===== config.mk =====
export PLATFORM = sky130hd
export DESIGN_NAME = instr_sequencer
export DESIGN_NICKNAME = d
export VERILOG_FILES = /design/src/rtl/mips_pkg.sv /design/src/rtl/instr_buffer.sv /design/src/rtl/instr_sequencer.sv
export SDC_FILE = /design/constraint.sdc
export NUM_CORES = 1
export LEC_CHECK = 0
export ABC_AREA = 1
export BUFFER_PORTS_ARGS = -buffer_cell sky130_fd_sc_hd__buf_2
export CAP_MARGIN = 30
export CORE_ASPECT_RATIO = 2
export CORE_MARGIN = 1.5
export CORE_UTILIZATION = 25
export DETAILED_ROUTE_END_ITERATION = 10
export PLACE_DENSITY_LB_ADDON = 0.1
export SLEW_MARGIN = 30
export SYNTH_ARGS = -nofsm -noshare
export SYNTH_HDL_FRONTEND = slang
export SYNTH_SLANG_ARGS = --single-unit

===== constraint.sdc =====
create_clock -name clock -period 7.6 [get_ports clock]
set_clock_uncertainty 0.2 [all_clocks]
set_input_delay 1.52 -clock clock [delete_from_list [all_inputs] [get_ports clock]]
set_output_delay 1.52 -clock clock [all_outputs]
set_load 0.005 [all_outputs]

===== src/rtl/mips_pkg.sv =====
// Shared types and constants for the mipscpu instruction source.
package mips_pkg;

    localparam int INSTR_W                  = 32;
    localparam int DEFAULT_CYCLES_PER_INSTR = 4;

    typedef enum logic [1:0] {
        IDLE,
        ISSUE,
        HOLD
    } seq_state_t;

endpackage


===== src/rtl/instr_buffer.sv =====
// Program store: one synchronous write port, one asynchronous read port.
// Contents are deliberately not reset; a fresh program is loaded after reset.
module instr_buffer
    import mips_pkg::*;
#(
    parameter int DEPTH = 16,
    parameter int AW    = $clog2(DEPTH)
) (
    input  logic               clock,
    input  logic               wr_en,
    input  logic [AW-1:0]      wr_addr,
    input  logic [INSTR_W-1:0] wr_data,
    input  logic [AW-1:0]      rd_addr,
    output logic [INSTR_W-1:0] rd_data
);

    logic [INSTR_W-1:0] mem [DEPTH];

    always_ff @(posedge clock) begin
        if (wr_en) begin
            mem[wr_addr] <= wr_data;
        end
    end

    assign rd_data = mem[rd_addr];

endmodule


===== src/rtl/instr_sequencer.sv =====
// Buffers a program of instruction words and replays them to mipscpu,
// one newinstr strobe every CYCLES_PER_INSTR cycles.
//
// state | meaning
// IDLE  | loading / clearing allowed, waiting for start
// ISSUE | cycle in which a new instrword is presented (newinstr high)
// HOLD  | instrword held while the CPU works through it
module instr_sequencer
    import mips_pkg::*;
#(
    parameter int DEPTH            = 16,
    parameter int CYCLES_PER_INSTR = DEFAULT_CYCLES_PER_INSTR,
    parameter int AW               = $clog2(DEPTH)
) (
    input  logic               clock,
    input  logic               reset,
    input  logic               load_valid,
    input  logic [INSTR_W-1:0] load_word,
    output logic               load_ready,
    input  logic               clear,
    input  logic               start,
    input  logic               stop,
    output logic [INSTR_W-1:0] instrword,
    output logic               newinstr,
    output logic               busy,
    output logic               done,
    output logic [AW:0]        count,
    output logic [AW-1:0]      pc
);

    localparam int TW = (CYCLES_PER_INSTR > 1) ? $clog2(CYCLES_PER_INSTR) : 1;
    localparam logic [TW-1:0] TIMER_LOAD = TW'(CYCLES_PER_INSTR - 1);

    seq_state_t         state, state_nx;
    logic [TW-1:0]      timer, timer_nx;
    logic [AW:0]        count_nx;
    logic [AW-1:0]      pc_nx;
    logic [INSTR_W-1:0] instrword_nx;
    logic               newinstr_nx, busy_nx, done_nx;
    logic               wr_en;
    logic [AW-1:0]      rd_addr;
    logic [INSTR_W-1:0] rd_data;
    logic               last_word;

    instr_buffer #(
        .DEPTH (DEPTH),
        .AW    (AW)
    ) u_buffer (
        .clock   (clock),
        .wr_en   (wr_en),
        .wr_addr (count[AW-1:0]),
        .wr_data (load_word),
        .rd_addr (rd_addr),
        .rd_data (rd_data)
    );

    assign load_ready = (state == IDLE) && (count < (AW+1)'(DEPTH));
    assign last_word  = ({1'b0, pc} == (count - (AW+1)'(1)));
    // In IDLE the only word ever fetched is word 0; while replaying it is the next one.
    assign rd_addr    = (state == IDLE) ? '0 : (pc + AW'(1));

    always_comb begin
        state_nx     = state;
        timer_nx     = timer;
        count_nx     = count;
        pc_nx        = pc;
        instrword_nx = instrword;
        newinstr_nx  = 1'b0;
        busy_nx      = busy;
        done_nx      = 1'b0;
        wr_en        = 1'b0;
        case (state)
            IDLE: begin
                if (clear) begin
                    count_nx = '0;
                end else if (load_valid && load_ready) begin
                    wr_en    = 1'b1;
                    count_nx = count + (AW+1)'(1);
                end
                if (start) begin
                    if (count != '0) begin
                        state_nx     = ISSUE;
                        pc_nx        = '0;
                        instrword_nx = rd_data;
                        newinstr_nx  = 1'b1;
                        busy_nx      = 1'b1;
                        timer_nx     = TIMER_LOAD;
                    end else begin
                        done_nx = 1'b1;
                    end
                end
            end
            ISSUE, HOLD: begin
                if (stop) begin
                    state_nx = IDLE;
                    busy_nx  = 1'b0;
                end else if (timer != '0) begin
                    timer_nx = timer - TW'(1);
                    state_nx = HOLD;
                end else if (last_word) begin
                    state_nx = IDLE;
                    busy_nx  = 1'b0;
                    done_nx  = 1'b1;
                end else begin
                    state_nx     = ISSUE;
                    pc_nx        = pc + AW'(1);
                    instrword_nx = rd_data;
                    newinstr_nx  = 1'b1;
                    timer_nx     = TIMER_LOAD;
                end
            end
            default: begin
                state_nx = IDLE;
                busy_nx  = 1'b0;
            end
        endcase
    end

    always_ff @(posedge clock or negedge reset) begin
        if (!reset) begin
            state     <= IDLE;
            timer     <= '0;
            count     <= '0;
            pc        <= '0;
            instrword <= '0;
            newinstr  <= 1'b0;
            busy      <= 1'b0;
            done      <= 1'b0;
        end else begin
            state     <= state_nx;
            timer     <= timer_nx;
            count     <= count_nx;
            pc        <= pc_nx;
            instrword <= instrword_nx;
            newinstr  <= newinstr_nx;
            busy      <= busy_nx;
            done      <= done_nx;
        end
    end

endmodule


# After elaboration in Yosys (flattened, before gate mapping)
# Memories as Yosys holds them, arrays and structs flattened.
# Cells that the tools add are included.
# classes
eq_ne	11
muxes	50
n_reduce_logical	13
addsub	4
n_lt_le_gt_ge	1
# op_table
cell	count
$mux 32	5
$pmux 32 s2	1
$mux 4	6
$mux 1	21
$mux 2	9
$mux 5	2
$ne 3x3->1 const B	3
$ne 2x2->1 const B	4
$pmux 2 s2	2
$pmux 4 s2	1
$pmux 1 s2	3
$reduce_and 6->1	1
$reduce_bool 2->1	3
$add 5x1->5 const B	1
$eq 4x5->1	1
$lt 5x5->1 const B	1
$reduce_and 5->1	1
$reduce_bool 5->1	1
$sub 5x1->5 const B	1
$add 4x1->4 const B	1
$reduce_and 2->1	2
$reduce_and 4->1	1
$eq 2x1->1 const B	1
$eq 2x2->1 const B	1
other kinds (5)	6
# totals
ramBits	512
memories	1
word_cells	88
in_bits	38
out_inout_bits	45
register_bits	48
# mem_list
memory	depth	word_bits	rd	rd_clocked_by_memory_dff	write_ports	line_no	rtl
u_buffer.mem	16	32	1	0	1	instr_buffer.sv:17	logic [INSTR_W-1:0] mem [DEPTH];

# Longest topological paths before layout
# Gate-level depths: netlist of the first run.
# depth
depth_word	8
ltp_mapped	14
ltp_nobuf	14

# By module
# From an unflattened synthesis of the first run, not the netlist that was laid out.
# unflattened
hier_cells	2369
area_unflattened_um2	24369.6
# by_module_without_submodules
mod	seq_area_each_um2	area_each_um2	cells_each	n_inst
instr_buffer	15374.7	22089.9	2088	1
instr_sequencer	1201.2	2279.7	281	1

# Worst setup path after synthesis of the first run
# No wires, ideal clock.
# synth_path
kind	input to register
startpoint	input load_valid
endpoint	memory u_buffer.mem[10][0], enable pin
n_path_buf	0
required_time_ns	6.979
path_slack_ns	3.581
t_arrival_ns	3.398
setup_ns	0.421
cell_stages	4
cell_sequence	nand2_1 -> nor2_1 -> nand2_1 -> nor2_1
# synth_via
elab_chain_len	6
# synth_rtl
element	line_no	rtl
from (decl)	instr_sequencer.sv:17	input logic load_valid,
$logic_and 1x1->1	instr_sequencer.sv:76	end else if (load_valid && load_ready) begin
$mux 1	instr_sequencer.sv:76	
$mux 1	instr_sequencer.sv:74	if (clear) begin
$mux 1	instr_sequencer.sv:72	case (state)
$mux 1	instr_buffer.sv:20	if (wr_en) begin
$mux 1 (not written as such)	instr_buffer.sv:21	mem[wr_addr] <= wr_data;
to (decl)	instr_buffer.sv:17	
# No other way between the ends.

# Worst setup path after layout of the first run
# layout_path
startpoint	register state[0]
endpoint	register instrword[13]
# layout_via
elab_chain_len	7
elab_cells_between_ends	19
cone_classes	eq/ne: 7; mux: 7; reduce/logical: 4; memory: 1
# layout_rtl
element	line_no	rtl
from (decl)	instr_sequencer.sv:34	seq_state_t state, state_nx;
from (signal assigned)	instr_sequencer.sv:130	state <= state_nx;
$logic_not 2->1	instr_sequencer.sv:60, instr_sequencer.sv:72	
$mux 4	instr_sequencer.sv:60	assign rd_addr = (state == IDLE) ? '0 : (pc + AW'(1));
$mem_v2 16x32	--	
$mux 32	instr_sequencer.sv:100	end else if (last_word) begin
$mux 32	instr_sequencer.sv:97	end else if (timer != '0) begin
$mux 32	instr_sequencer.sv:94	if (stop) begin
$pmux 32 s2	instr_sequencer.sv:72	
to (signal assigned)	instr_sequencer.sv:134	instrword <= instrword_nx;
to (decl)	instr_sequencer.sv:23	output logic [INSTR_W-1:0] instrword,
# Several ways; a longest one is shown, not always the timed one. The select of a mux whose other input is x is not followed.
# A chain may end at the register's enable or synchronous reset.

==> results of run 1 <==
## cell families (layout without fill, tap and decap cells)
kind of cell | Yosys count | in the layout | share of synthesized area, %
and+or+nand+nor | 754 | 754 | 13.5
DFF | 560 | 560 | 73.3
buffers and inverters | 146 | 242 | 3.44
other | 0 | 3 | 0
adders and majority gates | 9 | 9 | 0.498
xor gates and xnor gates | 2 | 2 | 0.0775
AOI/OAI and AO/OA | 367 | 367 | 9.18
## flip-flops by register name, indices dropped and copies added, names as in the netlist
signal / count
busy: 1
count: 5
done: 1
instrword: 32
newinstr: 1
pc: 4
state: 2
timer: 2
u_buffer.mem: 512
## final cells by class
| class | instances | area [sq um] |
|---|---|---|
| Clock buffer | 70 | 1420 |
| Clock inverter | 26 | 328 |
| Multi-Input combinational cell | 1132 | 5400 |
| Tap cell | 1177 | 1470 |
| Fill cell | 9103 | 63400 |
| Inverter | 35 | 146 |
| Sequential cell | 560 | 16600 |
| Antenna cell | 3 | 7.51 |
| Timing Repair Buffer | 111 | 686 |
## per-layer routing
layer	vias to the layer above	GRT usage, %	routed length [microns]
met5	-	0	40
met4	6	4.43	1660
met3	95	2.01	2240
met2	250	29.4	38800
met1	7261	18.3	29600
li1	6656	-	-
## worst register-to-register path: stages, from the launching register on
cell and delay, ns:
dfrtp_1 0.40, inv_1 0.07, ha_1 0.56, nor2_4 0.09, buf_12 0.29, inv_6 0.68, buf_12 0.66, o21ai_0 0.41
o211ai_1 0.15, nand3_1 0.09, nand2_1 0.17, nand2_1 0.09, nand2_1 0.08
## cells in the final DEF (no fill, tap or decap), types with 6 or more instances in the layout
cell type / Yosys / layout
buf_4: 4 / 25
clkbuf_16: 0 / 53
o211ai_1: 95 / 95
nor2_4: 4 / 22
dfrtp_1: 48 / 48
o21ai_0: 199 / 199
clkinv_1: 0 / 8
nand3_1: 112 / 112
buf_2: 56 / 82
inv_1: 27 / 26
ha_1: 9 / 9
bufinv_16: 0 / 8
nor2_1: 431 / 414
nand2_1: 194 / 194
clkinv_2: 0 / 7
a21oi_1: 8 / 8
edfxtp_1: 512 / 512
inv_2: 6 / 6
clkbuf_1: 31 / 14
o21ai_1: 64 / 64
## power groups by stage
stage | logic (mW) | clock network, mW | registers (mW)
finish | 3.36 | 2.77 | 3.64
global route | 3.81 | 2.96 | 3.66
CTS | 3.47 | 2.88 | 3.64
detailed placement | 3.46 | 0 | 3.70
global placement | 3.44 | 0 | 3.71
floorplan | 2.35 | 0 | 3.69
## worst max-delay path by stage
stage	from	endpoint	cells after the start
after global placement	load_valid	u_buffer.mem[2][8]$_DFFE_PP_	6
after detailed placement	load_valid	u_buffer.mem[2][31]$_DFFE_PP_	6
after floorplan	load_valid	u_buffer.mem[10][0]$_DFFE_PP_	4
final	state[0]$_DFFE_PN0P_	instrword[13]$_DFFE_PN0P_	12
after global routing	state[0]$_DFFE_PN0P_	instrword[13]$_DFFE_PN0P_	12
after CTS	state[0]$_DFFE_PN0P_	instrword[13]$_DFFE_PN0P_	12
## per-stage QoR
stage | instances | power (mW)
floorplan | 1838 | 6.04
global placement | 3014 | 7.15
detailed placement | 3015 | 7.16
CTS | 3111 | 9.99
global route | 3112 | 10.4
finish | 3114 | 9.76
==> summary.md, run 1 <==
| Metric | Value |
|---|---|
| Relative slew slack | 35.1% |
| WL final | 72400 microns |
| Die Span Y | 428 microns |
| Root Driver | clkbuf_16 |
| I/O Buffers | 82 |
| Sw frac | 37.7% |
| Dominant synthesized flop cell | edfxtp_1 |
| Yosys top cell by area | edfxtp_1 |
| Flops & latches, synth | 560 |
| Psw | 3.68 mW |
| Syn Area/Cell | 12.3 sq um |
| Die width | 216 microns |
| Hold Path Origin | timer[1]$_DFFE_PN0P_ |
| Area grow syn2layout | 15.1% |
| Most frequent cell after synthesis | edfxtp_1 |
| Core area | 89400 sq um |
| GRT Total Usage | 15.6% |
| Crit start category | flip-flop |
| Fmax | 249 MHz |
| Clk sinks | 560 |
| Worst IR Drop VDD | 0.352 mV |
| Critical Path RT | 7.95 ns |
| Clock Latency Late Sink | 0.63 ns |
| Count of cell types in the netlist | 34 |
| Internal power | 6.08 mW |
| Ys Warns | 0 |
| WP data arrival | 4.37 ns |
| Hold WS | 0.276 ns |
| Sequential power share | 37.2% |
| Cell Area, Synth | 22600 sq um |
| Fin crit share | 52.9% |
| Clock Tree Buf Depth | 3 |
| Layout cells sized above 1 | 11.6% |
| Setup Fix Bufs, Post-CTS | 0 |
| DP Area | 24300 sq um |
| Io pins | 83 |
| Leak | 8.83 nW |
| Worst min path class | reg -> reg |
| Slowest stage cell, crit path | buf_12 |
| Total negative setup slack | 0 ns |
| Sequential area share after synthesis | 73.3% |
| Post-route cell area | 26000 sq um |
| Hold Vio Cnt, Final | 0 |
| Vias in the first global route | 14400 |
| First-pass DRT Iterations | 5 |
| GPL Wtd Cong | 0.728 |
| DRT antenna net count | 0 |
| Status | finished, final reports clean |
| Initial antenna violation count | 10 |
| Final setup margin | 3.58 ns |
| Post-synth top cells | edfxtp_1 (512), nor2_1 (431), o21ai_0 (199), nand2_1 (194), nand3_1 (112) |
| Crit. End Element | flip-flop |
| R2r endpoint | instrword[13]$_DFFE_PN0P_ |
| Die area | 92400 sq um |
| Core Util, Final | 29.1% |
| Max-slew violation count | 0 |
| Cts hold-fix bufs | 0 |
| Via Count | 14300 |
| Slew of the pin with the lowest slew margin | 0.974 ns |
| Overflow after GRT | 0 |
| CP bufs+invs | 4 |
| Synth top area cells | edfxtp_1 (68%), nor2_1 (7.2%), dfrtp_1 (5.3%) |
| H-tree Lvls | 2 |
| CTS tree | built |
| Clock Power Share | 28.4% |
| FF-to-FF Start | state[0]$_DFFE_PN0P_ |
| Resize count post-CTS | 0 |
| Crit-path cells | inv_1 > ha_1 > nor2_4 > buf_12 > inv_6 > buf_12 > o21ai_0 > o211ai_1 > nand3_1 > nand2_1 > nand2_1 > nand2_1 |
| First-pass GRT wire length | 104000 microns |
| Maxcap violations | 0 |
| DR WL/cell | 23.3 microns |
| CP peak stage delay | 0.65 ns |
| Syn Nets | 1885 |
| # setup viols final | 0 |
| # DRC | 0 |
| Worst path top cell family by delay | buffers and inverters |
| Pwr/cell area | 375 nW/um^2 |
| Register-to-Register Path Depth | 12 |
| Share of flip-flops with an asynchronous set or reset | 8.57% |
| Synth Instances | 1838 |
| Slack of the worst reg-to-reg path | 3.58 ns |
| Worst hold path depth | 2 |
| Clk slew on worst S/H paths | 0.07 ns |
| Initial core utilization | 25.3% |
| Worst setup path class | reg -> reg |
| Final worst path period need | 4.02 ns |
| Initial DRC Count | 1053 |
| Nets | 1940 |
| DP Worst Slack | 3.52 ns |
| Row count | 155 |
| Hold endpoint | timer[1]$_DFFE_PN0P_ |
| Maximum fanout along the worst path | 168 |
| Most frequent CP cell | nand2_1 |
| Synth top area share | 68.0% |
| EDFF count, synth | 512 |
| Vias per Instance | 4.58 |
| CTS Buf Count | 53 |
| Gate power share | 34.4% |
| Final HPWL DP | 34500 microns |
| Largest net degree at the start of global routing | 169 |
| RSZ-0062 raised after global routing | false |
Note: power is estimated with default switching activity, not from simulation.
==> run 2: changes to the inputs <==
- clock period: 7.6 -> 3.6 ns (I/O delays scaled with it)
==> run 2 against run 1 <==
Net effect:
- design area increased by 1.4%
- fmax rose by 36%
- register-to-register slack worse by 2.9 ns
- power grew 120%
- sequential share of layout area down 0.89 points
- combinational power is 130% higher
==> summary.md, run 2 (synthesis results as in run 1) <==
| Metric | Value |
|---|---|
| Status | finished, final reports clean (unchanged) |
| Most common cell after layout, fill and taps aside | edfxtp_1 (unchanged) |
| Via Count | 14400 (was 14300) |
| Critical path startpoint | state[0]$_DFFE_PN0P_ (unchanged) |
| Critical Path RT | 3.68 ns (was 7.95 ns) |
| Crit start category | flip-flop (unchanged) |
| # diodes | 0 (was 3) |
| Initial DRC Count | 1019 (was 1053) |
| Initial core utilization | 25.3% (unchanged) |
| DR WL/cell | 23.0 microns (was 23.3 microns) |
| GPL Wtd Cong | 0.746 (was 0.728) |
| Area grow syn2layout | 16.8% (was 15.1%) |
| First-pass GRT wire length | 106000 microns (was 104000 microns) |
| Nets | 1963 (was 1940) |
| Clock Tree Buf Depth | 3 (unchanged) |
| GRT Total Usage | 15.6% (about the same) |
| RSZ-0062 raised after global routing | false (unchanged) |
| Resize count post-CTS | 0 (unchanged) |
| Most frequent cells in the layout | edfxtp_1 (512), nor2_1 (414), o21ai_0 (199) (unchanged) |
| FF-to-FF Start | state[0]$_DFFE_PN0P_ (unchanged) |
| Largest net degree at the start of global routing | 89 (was 169) |
| Vias per Instance | 4.59 (was 4.58) |
| # DRC | 0 (unchanged) |
| Hold Vio Cnt, Final | 0 (unchanged) |
| Final worst path period need | 2.96 ns (was 4.02 ns) |
| Total Power | 21.0 mW (was 9.76 mW) |
| Total negative setup slack | 0 ns (unchanged) |
| CTS tree | built (unchanged) |
| Fmax | 338 MHz (was 249 MHz) |
| Layout cells sized above 1 | 12.9% (was 11.6%) |
| Final HPWL DP | 41100 microns (was 34500 microns) |
| Row count | 155 (unchanged) |
| Clk sinks | 560 (unchanged) |
| Relative slew slack | 50.1% (was 35.1%) |
| Setup Fix Bufs, Post-CTS | 0 (unchanged) |
| Io pins | 83 (unchanged) |
| Largest regs | u_buffer.mem (512), instrword (32), count (5) (unchanged) |
| Cts hold-fix bufs | 0 (unchanged) |
| Clk slew on worst S/H paths | 0.07 ns (about the same) |
| H-tree Lvls | 2 (unchanged) |
| Die area | 92400 sq um (unchanged) |
| FILL cells | 8952 (was 9103) |
| Die Span Y | 428 microns (unchanged) |
| WP data arrival | 3.04 ns (was 4.37 ns) |
| Root Driver | clkbuf_16 (unchanged) |
| # setup viols final | 0 (unchanged) |
| Slew of the pin with the lowest slew margin | 0.749 ns (was 0.974 ns) |
| Vias in the first global route | 14900 (was 14400) |
| Core Util, Final | 29.5% (was 29.1%) |
| Fin crit share | 82.2% (was 52.9%) |
| First-pass DRT Iterations | 5 (unchanged) |
| CTS Buf Count | 54 (was 53) |
| Largest reg by FF count | u_buffer.mem (unchanged) |
| Leak | 9.00 nW (was 8.83 nW) |
| Overflow after GRT | 0 (unchanged) |
| Die width | 216 microns (unchanged) |
| Initial antenna violation count | 1 (was 10) |
| Maxcap violations | 0 (unchanged) |
| Max-slew violation count | 0 (unchanged) |
| Clock Latency Late Sink | 0.62 ns (was 0.63 ns) |
| Register-to-Register Path Depth | 9 (was 12) |
| Pwr/cell area | 795 nW/um^2 (was 375 nW/um^2) |
| Maximum fanout along the worst path | 28 (was 168) |
| Worst setup path class | reg -> reg (unchanged) |
| WL final | 72300 microns (was 72400 microns) |
| DRT antenna net count | 0 (unchanged) |
| I/O Buffers | 82 (unchanged) |
| Core area | 89400 sq um (unchanged) |
| Worst min path class | in -> async (was reg -> reg) |
| Max reg flops | 512 (unchanged) |
| Crit. End Element | flip-flop (unchanged) |
| Worst IR Drop VDD | 0.758 mV (was 0.352 mV) |
## run 2: cell types whose count changed in the layout (fill, tap and decap cells not counted), sizes merged
cell and delta:
clkinv +3, bufinv -6, diode -3, inv +2, clkbuf +7, buf +22
## run 2: cell type report
| cell class | instances | area (sq um) | share of cell area (%) |
|---|---|---|---|
| timing repair buffer | 133 | 1080 | 4.11 |
| tap | 1177 | 1470 | 5.58 |
| clock inverter | 25 | 218 | 0.825 |
| sequential | 560 | 16600 | 62.8 |
| clock buffer | 77 | 1510 | 5.72 |
| inverter | 35 | 144 | 0.545 |
| multi-input combinational | 1132 | 5400 | 20.4 |
## run 2: final timing paths
kind                                                      end  slack [ns]
worst max-delay path            u_buffer.mem[3][12]$_DFFE_PP_        0.64
worst min-delay path                 instrword[4]$_DFFE_PN0P_        0.01
worst max register to register  u_buffer.mem[3][12]$_DFFE_PP_        0.64
worst min register to register      instrword[23]$_DFFE_PN0P_        0.28
max in group asynchronous           instrword[26]$_DFFE_PN0P_        2.71
min in group clock                       count[2]$_DFFE_PN0P_        0.21
## run 2: critical path, stage by stage, from the launching register on
cell	delay [ns]
dfrtp_1	0.41
inv_1	0.08
ha_1	0.25
inv_6	0.08
nor2_1	0.18
nand2_1	0.13
nor2_1	0.31
nand2_1	0.29
nor2_4	0.34
buf_12	0.30
## run 2: report_power, final
group / internal, mW / switching [mW]
clock network: 3.08 / 2.61
registers: 7.46 / 0.226
logic: 2.27 / 5.35
total: 12.8 / 8.18
## run 2: per-layer routing
layer / routed length [microns] / vias up / track usage (%)
met5: 0 / - / 0
met4: 1770 / 0 / 4.61
met3: 2430 / 84 / 1.80
met2: 39500 / 272 / 29.7
met1: 28600 / 7359 / 17.9
li1: - / 6707 / -
## run 2: metrics by stage
stage          setup WS [ns]  hold WS [ns]  std cells  cell area [sq um]
3_3_place_gp           0.640         0.260       3037              24700
5_1_grt                0.461        0.0340       3139              26400
4_1_cts                0.612         0.122       3139              26400
6_report               0.641        0.0107       3139              26400
2_1_floorplan          0.129         0.224       1838              22600
3_5_place_dp           0.630         0.260       3037              24700
==> run 3: changes to the inputs <==
- ABC_AREA: 1 -> 0
- clock period: 3.6 -> 3.1 ns (I/O delays scaled with it)
==> run 3 against run 2 <==
Net effect:
- clock power rose by 15%
- largest power group unchanged
- global-route usage is 0.47 points lower
- register-to-register slack got worse by 0.33 ns
==> summary.md, run 3 <==
| Metric | Value |
|---|---|
| Status | finished, final reports clean (unchanged) |
| Worst min path class | in -> reg (was in -> async) |
| CTS Buf Count | 53 (was 54) |
| Pwr/cell area | 760 nW/um^2 (was 795 nW/um^2) |
| Area grow syn2layout | 19.6% (was 16.8%) |
| Crit start category | flip-flop (unchanged) |
| Most frequent cells in the layout | edfxtp_1 (512), mux4_2 (126), buf_2 (81) (was edfxtp_1 (512), nor2_1 (414), o21ai_0 (199)) |
| Maxcap violations | 0 (unchanged) |
| Maximum fanout along the worst path | 14 (was 28) |
| Critical path startpoint | state[0]$_DFFE_PN0P_ (unchanged) |
| Final Non-Filler Cells | 2402 (was 3139) |
| Cell Area, Synth | 21900 sq um (was 22600 sq um) |
| Clock Tree Buf Depth | 3 (unchanged) |
| Core Util, Final | 30.1% (was 29.5%) |
| Worst IR Drop VDD | 0.466 mV (was 0.758 mV) |
| DRT antenna net count | 0 (unchanged) |
| Crit-path cells | inv_1 > ha_1 > buf_4 > inv_2 > buf_4 > nor2_1 > buf_2 (was inv_1 > ha_1 > inv_6 > nor2_1 > nand2_1 > nor2_1 > nand2_1 > nor2_4 > buf_12) |
| Synth top area share | 70.2% (was 68.0%) |
| Cts hold-fix bufs | 2 (was 0) |
| CTS tree | built (unchanged) |
| Max-slew violation count | 0 (unchanged) |
| # DRC | 0 (unchanged) |
| Share of flip-flops with an asynchronous set or reset | 8.57% (unchanged) |
| I/O Buffers | 82 (unchanged) |
| Die area | 89600 sq um (was 92400 sq um) |
| CP bufs+invs | 5 (was 3) |
| Syn Area/Cell | 20.9 sq um (was 12.3 sq um) |
| Worst setup endpoint | load_ready (was u_buffer.mem[3][12]$_DFFE_PP_) |
| # diodes | 0 (unchanged) |
| Instance count on the critical path | 7 (was 9) |
| Core area | 86900 sq um (was 89400 sq um) |
| Io pins | 83 (unchanged) |
| Register area | 16600 sq um (about the same) |
| GRT Total Usage | 15.1% (was 15.6%) |
| Count of cell types in the netlist | 57 (was 34) |
| Hold Vio Cnt, Final | 0 (unchanged) |
| Slack of the worst reg-to-reg path | 0.31 ns (was 0.64 ns) |
| Via Count | 11100 (was 14400) |
| RSZ-0062 raised after global routing | false (unchanged) |
| First-pass GRT wire length | 94300 microns (was 106000 microns) |
| Final HPWL DP | 37800 microns (was 41100 microns) |
| # setup viols final | 0 (unchanged) |
| Most frequent CP cell | buf_4 |
| Slew of the pin with the lowest slew margin | 0.909 ns (was 0.749 ns) |
| Ys Warns | 0 (unchanged) |
| Row count | 153 (was 155) |
| Register-to-Register Path Depth | 8 (was 9) |
| Clock Latency Late Sink | 0.62 ns (about the same) |
| R2r endpoint | instrword[6]$_DFFE_PN0P_ (was u_buffer.mem[3][12]$_DFFE_PP_) |
| Initial core utilization | 25.2% (was 25.3%) |
| Synth top area cells | edfxtp_1 (70%), mux4_2 (13%), dfrtp_1 (5.5%) (was edfxtp_1 (68%), nor2_1 (7.2%), dfrtp_1 (5.3%)) |
| Fmax | 352 MHz |
| FILL cells | 8520 (was 8952) |
| Crit. End Element | output pin (was flip-flop) |
| Initial antenna violation count | 4 (was 1) |
| Critical Path RT | 2.28 ns (was 3.68 ns) |
| Slowest stage cell, crit path | dfrtp_1 (unchanged) |
| Nets | 1242 (was 1963) |
| Most common cell after layout, fill and taps aside | edfxtp_1 (unchanged) |
| CP peak stage delay | 0.38 ns (was 0.41 ns) |
| FF-to-FF Start | pc[0]$_DFFE_PN0P_ (was state[0]$_DFFE_PN0P_) |
| EDFF count, synth | 512 (unchanged) |
| Fin crit share | 91.6% |
| Die Span Y | 422 microns (was 428 microns) |
| Largest reg by FF count | u_buffer.mem (unchanged) |
| WL final | 66400 microns (was 72300 microns) |
| Worst setup path class | reg -> out (was reg -> reg) |
| Final worst path period need | 2.84 ns |
| Syn Nets | 1097 (was 1885) |
| Clk sinks | 560 (unchanged) |
| Yosys top cell by area | edfxtp_1 (unchanged) |
| Synth Instances | 1050 (was 1838) |
| Largest net degree at the start of global routing | 45 (was 89) |
| Leak | 8.07 nW (was 9.00 nW) |
| Die width | 212 microns (was 216 microns) |
| Most frequent cell after synthesis | edfxtp_1 (unchanged) |
| Clk slew on worst S/H paths | 0.07 ns (about the same) |
| Initial DRC Count | 693 (was 1019) |
| Layout cells sized above 1 | 34.1% (was 12.9%) |
| Sequential area share after synthesis | 75.6% (was 73.3%) |
| H-tree Lvls | 2 (unchanged) |
| Max reg flops | 512 (unchanged) |
| Dominant synthesized flop cell | edfxtp_1 (unchanged) |
| Vias per Instance | 4.62 (was 4.59) |
| First-pass DRT Iterations | 4 (was 5) |
| Flops & latches, synth | 560 (unchanged) |
| WP data arrival | 2.02 ns (was 3.04 ns) |
| Setup Fix Bufs, Post-CTS | 0 (unchanged) |
| Relative slew slack | 39.4% (was 50.1%) |
| Largest regs | u_buffer.mem (512), instrword (32), count (5) (unchanged) |
| Multi-input gate area | 5180 sq um (was 5400 sq um) |
| Post-synth top cells | edfxtp_1 (512), mux4_2 (126), dfrtp_1 (48), clkbuf_1 (38), nand2b_1 (37) (was edfxtp_1 (512), nor2_1 (431), o21ai_0 (199), nand2_1 (194), nand3_1 (112)) |
| DR WL/cell | 27.7 microns (was 23.0 microns) |
| Root Driver | clkbuf_16 (unchanged) |
| # placed instances | 2300 (was 3037) |
| GPL Wtd Cong | 0.680 (was 0.746) |
| Vias in the first global route | 12200 (was 14900) |
| Resize count post-CTS | 0 (unchanged) |
| Worst path top cell family by delay | buffers and inverters (was simple AND/OR/NAND/NOR gates) |
| Overflow after GRT | 0 (unchanged) |
run 3: layout make-up:
cell class              count  share of cell area (%)
clock inverters            29                    1.14
clock buffers              71                    5.40
inverters                  11                   0.158
flip-flops and latches    560                    63.3
multi-input cells         415                    19.8
repair buffers            154                    4.71
well taps                1162                    5.55
run 3: cell families after synthesis:
| logic type | Yosys count | synth area share [%] |
|---|---|---|
| flops | 560 | 75.6 |
| fa+ha+maj | 9 | 0.514 |
| simple gates | 138 | 3.55 |
| buf+inv | 75 | 1.55 |
| mux | 131 | 13.2 |
| xor+xnor | 7 | 0.314 |
| compound gates | 130 | 5.25 |
run 3: worst min-delay path by stage:
stage,cells after the start,endpoint,startpoint
2_1_floorplan,0,busy$_DFFE_PN0P_,reset
3_3_place_gp,2,state[1]$_DFFE_PN0P_,state[1]$_DFFE_PN0P_
3_5_place_dp,1,busy$_DFFE_PN0P_,busy$_DFFE_PN0P_
4_1_cts,4,count[4]$_DFFE_PN0P_,load_valid
5_1_grt,1,u_buffer.mem[6][11]$_DFFE_PP_,load_word[11]
6_report,1,u_buffer.mem[3][14]$_DFFE_PP_,load_word[14]
run 3: worst register-to-register path, stage by stage, from the launching register on:
cell     delay [ns]
dfrtp_4        0.53
ha_1           0.27
xnor2_2        0.22
nor2_4         0.25
buf_12         0.24
buf_12         0.24
mux4_2         0.32
a22oi_1        0.25
a41oi_2        0.15
run 3: through the flow:
step	total power [mW]	TNS (ns)	hold WS [ns]	worst slack (ns)	instance area [sq um]
floorplan	11.7	-204.93	0.124	-0.506	21900
global placement	13.7	0	0.293	0.319	24500
detailed placement	13.7	0	0.297	0.286	24500
CTS	20.3	0	0.126	0.216	26200
global route	20.8	0	0.159	0.116	26200
finish	19.9	0	0.175	0.261	26200
run 3: metal layers:
layer  GRT usage [%]  routed length, microns  up-vias
met3            1.85                    1990       83
met4            4.27                    1490        6
li1                -                       -     4689
met2            28.0                   36200      194
met1            18.1                   26700     6118
met5               0                      28        -
run 3: where the power goes:
part	leakage [nW]	internal (mW)	switching (mW)
Sequential	5.16	8.66	0.269
Combinational	2.06	1.89	2.54
Clock	0.837	3.64	2.92
